===== config.mk =====
export PLATFORM = sky130hd
export DESIGN_NAME = memory_port_arbiter
export DESIGN_NICKNAME = d
export VERILOG_FILES = /design/src/rtl/memory_port_arbiter_pkg.sv /design/src/rtl/memory_port_arbiter_timeout.sv /design/src/rtl/memory_port_arbiter.sv
export SDC_FILE = /design/constraint.sdc
export NUM_CORES = 1
export LEC_CHECK = 0
export CORE_ASPECT_RATIO = 2
export CORE_MARGIN = 5
export CORE_UTILIZATION = 30
export CTS_CLUSTER_SIZE = 10
export DETAILED_ROUTE_END_ITERATION = 10
export SLEW_MARGIN = 10
export SYNTH_ARGS = -nofsm -noshare
export SYNTH_HDL_FRONTEND = slang
export SYNTH_SLANG_ARGS = --single-unit

===== constraint.sdc =====
create_clock -name clock -period 2.1 [get_ports clock]
set_clock_uncertainty 0.1 [all_clocks]
set_input_delay 0.42 -clock clock [delete_from_list [all_inputs] [get_ports clock]]
set_output_delay 0.42 -clock clock [all_outputs]
set_load 0.01 [all_outputs]

===== src/rtl/memory_port_arbiter_pkg.sv =====
// Shared types for the unified memory port arbiter: bus width, write widths,
// arbiter states and requester ids.
package memory_port_arbiter_pkg;

    localparam int unsigned XLEN      = 32;
    localparam int unsigned TIMEOUT_W = 16;

    typedef enum logic [1:0] {
        WIDTH_BYTE = 2'd0,
        WIDTH_HALF = 2'd1,
        WIDTH_WORD = 2'd2
    } write_width_t;

    typedef enum logic [1:0] {
        ARB_IDLE      = 2'd0,
        ARB_READ_ADDR = 2'd1,
        ARB_READ_DATA = 2'd2,
        ARB_WRITE     = 2'd3
    } arb_state_t;

    typedef enum logic {
        PORT_IFU  = 1'b0,
        PORT_DATA = 1'b1
    } arb_port_t;

endpackage


===== src/rtl/memory_port_arbiter_timeout.sv =====
// Saturating cycle counter that flags when a stalled write has used up its
// budget; a limit of zero means writes wait forever.
module write_timeout_counter
    import memory_port_arbiter_pkg::*;
(
    input  logic                 clock,
    input  logic                 reset,
    input  logic                 enable,
    input  logic                 clear,
    input  logic [TIMEOUT_W-1:0] limit,
    output logic                 expired
);

    localparam logic [TIMEOUT_W-1:0] ONE = TIMEOUT_W'(1);

    logic [TIMEOUT_W-1:0] count;

    always_ff @(posedge clock or negedge reset) begin
        if (!reset) begin
            count <= '0;
        end else if (clear) begin
            count <= '0;
        end else if (enable && (count != '1)) begin
            count <= count + ONE;
        end
    end

    // The last allowed cycle is limit-1, so the write is held exactly limit cycles.
    assign expired = (limit != '0) && (count == (limit - ONE));

endmodule


===== src/rtl/memory_port_arbiter.sv =====
// Arbitrates the IFU and load/store requesters onto one synchronous-read
// memory port, sequencing address, data and write-wait phases.
module memory_port_arbiter
    import memory_port_arbiter_pkg::*;
#(
    parameter int unsigned ROUND_ROBIN   = 1,
    parameter int unsigned WRITE_TIMEOUT = 255
) (
    input  logic            clock,
    input  logic            reset,
    input  logic            ifu_req,
    input  logic [XLEN-1:0] ifu_addr,
    output logic            ifu_gnt,
    output logic            ifu_rvalid,
    output logic [XLEN-1:0] ifu_rdata,
    input  logic            d_req,
    input  logic            d_we,
    input  logic [XLEN-1:0] d_addr,
    input  logic [XLEN-1:0] d_wdata,
    input  write_width_t    d_width,
    output logic            d_gnt,
    output logic            d_rvalid,
    output logic [XLEN-1:0] d_rdata,
    output logic            d_wdone,
    output logic            d_error,
    output logic [XLEN-1:0] mem_addr,
    output logic            mem_w_enable,
    output logic [XLEN-1:0] mem_w_data,
    output write_width_t    mem_w_width,
    input  logic [XLEN-1:0] mem_r_data,
    input  logic            mem_w_complete,
    output logic [1:0]      arb_state
);

    localparam logic [TIMEOUT_W-1:0] TIMEOUT_LIMIT = TIMEOUT_W'(WRITE_TIMEOUT);

    arb_state_t      state;
    arb_port_t       last_grant;
    arb_port_t       cur_port;
    logic [XLEN-1:0] addr_q;
    logic [XLEN-1:0] wdata_q;
    write_width_t    width_q;
    logic            ifu_rvalid_q;
    logic [XLEN-1:0] ifu_rdata_q;
    logic            d_rvalid_q;
    logic [XLEN-1:0] d_rdata_q;
    logic            d_wdone_q;
    logic            d_error_q;
    logic            grant_ifu;
    logic            grant_data;
    logic            timeout_expired;

    // Handshake: a requester holds req and its fields stable until it sees a
    // one-cycle gnt; gnt is only offered in IDLE, and the fields are latched on
    // that same edge, so the requester may change or drop them afterwards.
    always_comb begin
        grant_ifu  = 1'b0;
        grant_data = 1'b0;
        if (reset && (state == ARB_IDLE)) begin
            if (ifu_req && d_req) begin
                if ((ROUND_ROBIN != 0) && (last_grant == PORT_DATA)) begin
                    grant_ifu = 1'b1;
                end else begin
                    grant_data = 1'b1;
                end
            end else if (ifu_req) begin
                grant_ifu = 1'b1;
            end else if (d_req) begin
                grant_data = 1'b1;
            end
        end
    end

    write_timeout_counter u_timeout (
        .clock   (clock),
        .reset   (reset),
        .enable  ((state == ARB_WRITE) && !mem_w_complete),
        .clear   (state != ARB_WRITE),
        .limit   (TIMEOUT_LIMIT),
        .expired (timeout_expired)
    );

    always_ff @(posedge clock or negedge reset) begin
        if (!reset) begin
            state        <= ARB_IDLE;
            last_grant   <= PORT_DATA;
            cur_port     <= PORT_IFU;
            addr_q       <= '0;
            wdata_q      <= '0;
            width_q      <= WIDTH_BYTE;
            ifu_rvalid_q <= 1'b0;
            ifu_rdata_q  <= '0;
            d_rvalid_q   <= 1'b0;
            d_rdata_q    <= '0;
            d_wdone_q    <= 1'b0;
            d_error_q    <= 1'b0;
        end else begin
            ifu_rvalid_q <= 1'b0;
            d_rvalid_q   <= 1'b0;
            d_wdone_q    <= 1'b0;
            d_error_q    <= 1'b0;
            case (state)
                ARB_IDLE: begin
                    if (grant_ifu) begin
                        addr_q     <= ifu_addr;
                        cur_port   <= PORT_IFU;
                        last_grant <= PORT_IFU;
                        state      <= ARB_READ_ADDR;
                    end else if (grant_data) begin
                        addr_q     <= d_addr;
                        wdata_q    <= d_wdata;
                        width_q    <= d_width;
                        cur_port   <= PORT_DATA;
                        last_grant <= PORT_DATA;
                        state      <= d_we ? ARB_WRITE : ARB_READ_ADDR;
                    end
                end
                ARB_READ_ADDR: state <= ARB_READ_DATA;
                ARB_READ_DATA: begin
                    if (cur_port == PORT_IFU) begin
                        ifu_rdata_q  <= mem_r_data;
                        ifu_rvalid_q <= 1'b1;
                    end else begin
                        d_rdata_q  <= mem_r_data;
                        d_rvalid_q <= 1'b1;
                    end
                    state <= ARB_IDLE;
                end
                ARB_WRITE: begin
                    if (mem_w_complete) begin
                        d_wdone_q <= 1'b1;
                        state     <= ARB_IDLE;
                    end else if (timeout_expired) begin
                        d_wdone_q <= 1'b1;
                        d_error_q <= 1'b1;
                        state     <= ARB_IDLE;
                    end
                end
                default: state <= ARB_IDLE;
            endcase
        end
    end

    assign ifu_gnt      = grant_ifu;
    assign d_gnt        = grant_data;
    assign ifu_rvalid   = ifu_rvalid_q;
    assign ifu_rdata    = ifu_rdata_q;
    assign d_rvalid     = d_rvalid_q;
    assign d_rdata      = d_rdata_q;
    assign d_wdone      = d_wdone_q;
    assign d_error      = d_error_q;
    assign mem_addr     = addr_q;
    // Decoded from the state register so an async reset drops it at once.
    assign mem_w_enable = (state == ARB_WRITE);
    assign mem_w_data   = wdata_q;
    assign mem_w_width  = width_q;
    assign arb_state    = state;

endmodule


### Yosys cells after proc, flatten, opt, wreduce, memory -nomap -nowiden

Index checks and enable logic that the tools add are counted.

| word-level totals | value |
|---|---|
| logic and storage cells | 67 |
| input bits | 136 |
| register bits after elaboration | 154 |

| operators by class | value |
|---|---|
| bitwise gates (word level) | 2 |
| $add $sub $neg | 1 |
| reductions and logical operators | 13 |
| mux-type cells | 30 |
| equal/unequal tests | 8 |

Operator list:

| operator | number |
|---|---|
| $mux 32 | 2 |
| $mux 16 | 2 |
| $mux 1 | 20 |
| $add 16x1->16 const B | 1 |
| $eq 16x8->1 const B | 1 |
| $ne 16x16->1 const B | 1 |
| $mux 2 | 5 |
| $pmux 2 s4 | 1 |
| $reduce_and 2->1 | 4 |
| $eq 2x2->1 const B | 2 |
| $logic_and 1x1->1 | 4 |
| $reduce_bool 2->1 | 2 |
| $ne 3x1->1 const B | 1 |
| $ne 3x3->1 const B | 1 |
| $reduce_and 3->1 | 1 |
| $eq 2x1->1 const B | 1 |
| $logic_not 2->1 | 1 |
| $ne 2x2->1 const B | 1 |
| $not 1->1 | 2 |
| $logic_not 1->1 | 1 |

### Depth between registers and ports, before layout

| depth | value |
|---|---|
| depth after elaboration | 7 |
| depth in mapped cells | 7 |

### By module

From an unflattened synthesis, not the netlist that was laid out.

| second synthesis, totals | value |
|---|---|
| cell total of the unflattened synthesis | 598 |
| area, all modules | 7,031.7 µm² |

Modules (own cells, without submodules):

| module | sequential area each (µm²) | times used | area an instance (µm²) | cells each |
|---|---|---|---|---|
| memory_port_arbiter | 3,454.6 | 1 | 5,630.4 | 428 |
| write_timeout_counter | 400.4 | 1 | 1,401.3 | 170 |

### Least setup slack after synthesis

OpenSTA, ideal clock, no wires.

| timing path | value |
|---|---|
| path kind | register to register |
| start | reg u_timeout.count[0] |
| end | reg u_timeout.count[5] |
| cell stages (with the launch flop) | 6 |
| data required time | 1.865 ns |
| buffers on the path | 0 |
| slack | 0.350 ns |
| arrival | 1.515 ns |
| cells stage by stage | dfrtp_1 > ha_1 > nand4_1 > or4_4 > nand2_2 > o31ai_1 |

| between the ends | value |
|---|---|
| longest elaborated chain between the ends | 3 |

Ends and longest elaborated chain:

| what | RTL line | RTL |
|---|---|---|
| from (decl) | memory_port_arbiter_timeout.sv:16 | `logic [TIMEOUT_W-1:0] count;` |
| from (signal assigned) | memory_port_arbiter_timeout.sv:24 | `count <= count + ONE;` |
| $add 16x1->16 / $ne 16x16->1 (equally long branches) | memory_port_arbiter_timeout.sv:24, memory_port_arbiter_timeout.sv:23 |  |
| $mux 16 / $logic_and 1x1->1 (equally long branches) | memory_port_arbiter_timeout.sv:23 | `end else if (enable && (count != '1)) begin` |
| $mux 16 / $reduce_bool 2->1 (equally long branches) | - |  |

Several ways; a longest one is shown, not always the timed one. The select of a mux whose other input is x is not followed.
A chain may end at the register's enable or synchronous reset.

### Final worst setup path

| timing path | value |
|---|---|
| start | reg state[0], in the netlist arb_state[0] |
| end | out mem_w_enable |

| between the ends | value |
|---|---|
| longest elaborated chain between the ends | 1 |

Ends and longest elaborated chain:

| what | RTL line | RTL |
|---|---|---|
| from (decl) | memory_port_arbiter.sv:37 | `arb_state_t state;` |
| from (signal assigned) | memory_port_arbiter.sv:115 | `state <= d_we ? ARB_WRITE : ARB_READ_ADDR;` |
| $eq 2x2->1 | memory_port_arbiter.sv:154 | `assign mem_w_enable = (state == ARB_WRITE);` |
| to (decl) | memory_port_arbiter.sv:27 | `output logic mem_w_enable,` |

Every way passes these cells.

==> results.toml <==
[die]
num_rows = 75
start_util_pct = 30.35
ios = 275
core_sq_um = 21020
die_area_sq_um = 24450
die_h_um = 216.2
die_x_um = 113.1

[setup_path]
critical_path_required_ps = 1580
crit_chain = "buf_4 > nand2_2 > inv_2 > dlygate4sd2_1"
r2r_start = "u_timeout.count[0]"
critPathMaxFanout = 7
crit_family = "buffers and inverters"
rrSetupSlack_ps = 170
critical_path_class = "flop to primary output"
critPathBufInv = 3
worst_setup_path_end_kind = "primary output"
critPathSlowestCell = "dfrtp_1"
r2r-end = "u_timeout.count[10]"
startpoint_type = "flop"
slowest_delay_ps = 400
r2r_cells = 5
worst_ep_arrival_time_ps = 1500

[synthesis]
netlist_area_sq_um = 6379
yosysWarnings = 0
yosysSeqAreaShare_pct = 60.44
synth_top_area_share_pct = 60.02
syn_inst = 651
ys_top_cells_by_area = "dfrtp_1 60%, nand2_1 16%, mux2_2 3.4%, a31oi_1 3.1%, mux2_1 2.3%"
yosysTopAreaCell = "dfrtp_1"
synth_cell_types = 43
synth_edf_count = 0
synth_fp_nets = 789
async_flop_share_pct = 100.0
ys_ff_latch = 154
synth.avg_cell_area_sq_um = 9.798
ys.flop_type = "dfrtp_1"

[clock_tree]
cts.clk_slew.worst_paths_ps = 60
cts.sinks = 154
htreeDepth = 4
cts_tree = "built"
cts_root_buf = "clkbuf_16"
cts_buffers = 17
clock_latency_ps = 430
clockBufferDepth = 2

[layout]
syn_to_final_growth_pct = 57.65
drive_gt1_share_pct = 9.062
final_util_pct = 47.84
nets = 1067
final_cell_area_sq_um = 10060

[timing]
postLayoutSetupSlackWorst_ps = 78.54
hold_viol_final = 0
max_slew_margin_pct = 54.76
period_minus_slack_ps = 2021
rsz0062_at_grt = "no"
worstMarginPinSlew_ps = 678.6
setup_viol = 0
setup_tns_ps = 0
max_freq_mhz = 494.7
drv_slew = 0
fin_crit_sh_pct = 96.26

[grt]
grt_pass1_vias = 5807
grt_start_max_net_pins = 114
antenna_found_initial = 3
grtUsageTotal_pct = 17.33
grt-ovfl-total = 0
grt_pass1_wl_um = 32550

[placed_design]
dp_hpwl_um = 15300
pre_cts_ws_ps = -146.2
place_area_sq_um = 9497
io_buffers = 274
gp_congestion = 0.8137

[detailed_routing]
post_drt_wl_per_cell_um = 17.25
drt-pass1-iter-count = 6
post-route-drc-count = 0
drtIter0Drc = 239
drt_wl_total_um = 20840
via_per_inst = 4.656
ant_nets = 0
vias = 5624

[worst_hold_path]
hold_path.class = "flop to flop"
min-delay-start = "d_rdata[9]"
whs_endpoint = "d_rdata[9]"
hold-path-cell-count = 2

[run]
drv_cap = 0

[run_status]
status = "completed"

[pwr]
ir_drop_mv = 0.6876
powerDensity_nw_per_um2 = 1368
leakage_nw = 4.518
==> sequential cells by signal, summed over array words and instances, names as in the netlist <==
| name | count |
|---|---|
| cur_port | 1 |
| mem_addr | 32 |
| ifu_rvalid | 1 |
| d_rdata | 32 |
| d_error | 1 |
| mem_w_width | 2 |
| d_wdone | 1 |
| ifu_rdata | 32 |
| d_rvalid | 1 |
| u_timeout.count | 16 |
| last_grant | 1 |
| arb_state | 2 |
| mem_w_data | 32 |
==> worst register-to-register path: stages (launching register included) <==
cell and delay, ps:
dfrtp_1 400, ha_1 220, and4_1 320, nand2_2 120, or4_1 520, a21oi_1 170
==> timing repair <==
item / 4_1_cts / 5_1_grt
buffers inserted: 0 / 1
hold buffers: 1 / 0
gates resized for setup: 8 / 4
endpoints found under the setup margin: 3 / 13
pin swaps: 2 / 2
endpoints found under the hold margin: 41 / 0
==> layout make-up <==
type,count,area (sq um)
fillers,2001,10960
flip-flops and latches,154,3855
repair buffers,295,2935
multi-input cells,454,2360
clock buffers,20,466.7
well taps,269,336.6
clock inverters,8,73.82
inverters,7,26.28
diodes,1,2.502
==> layout by cell type, fill, tap and decap left out, types with 3 or more instances in the layout <==
master,n
and3_1,3
buf_4,17
nand3_1,6
or4_1,5
dfrtp_1,153
o311ai_1,9
clkdlybuf4s50_1,268
a31oi_1,32
clkbuf_16,17
a21oi_1,5
nand2_1,273
and2_1,3
buf_12,3
o31ai_1,12
mux2_2,19
mux2_1,13
clkbuf_8,3
clkinv_2,4
inv_1,5
nor2_1,34
nand4_1,8
==> how the worst max path moves through the flow <==
stage / startpoint / endpoint / slack, ps / depth (start not counted)
floorplan: u_timeout.count[0] / u_timeout.count[5] / 350 / 5
global placement: d_req / ifu_gnt / -140 / 5
detailed placement: d_req / ifu_gnt / -150 / 5
CTS: arb_state[0] / d_gnt / 9 / 4
global route: arb_state[0] / mem_w_enable / 10 / 4
finish: arb_state[0] / mem_w_enable / 80 / 4
==> metal layers <==
metal	part of all wire, %	wire length, um	track usage (%)
met4	3.2	677	7.501
met3	6.4	1331	5.638
met1	35	7341	17.60
met5	0.19	40	0
met2	55	11450	31.83
==> kinds of logic (layout without fill, tap and decap cells) <==
family          after synthesis  in the layout  synth area share, %
flops                       154            154                60.44
compound gates               67             67                7.238
fa+ha+maj                     2              2               0.3922
buf+inv                      43            330                2.903
other cells                   0              1                    0
simple gates                352            352                23.22
mux                          33             33                5.806
==> metrics by stage <==
step           cells  power, mW  hold slack (ps)
6_report        1208      13.76            369.5
5_1_grt         1207      14.70            390.1
4_1_cts         1206      14.04            376.0
3_5_place_dp    1177      11.10            361.0
3_3_place_gp    1177      11.01            357.1
2_1_floorplan    651      7.350            24.41
==> synthesized netlist by cell type (5+ instances only) <==
cell,number
o311ai_1,9
a31oi_1,32
o31ai_1,12
buf_2,16
inv_1,5
nor2_1,34
mux2_2,19
nand4_1,8
or4_1,5
mux2_1,13
clkbuf_1,17
a21oi_1,5
dfrtp_1,153
nand2_1,273
nand3_1,8
==> power by group <==
part	total [mW]	internal, mW	switching, mW
Sequential	4.94	4.29	0.651
Clock	2.85	1.69	1.16
Combinational	5.97	3.29	2.68
Total	13.8	9.27	4.49
No activity file was read; power rests on OpenSTA's default activity.
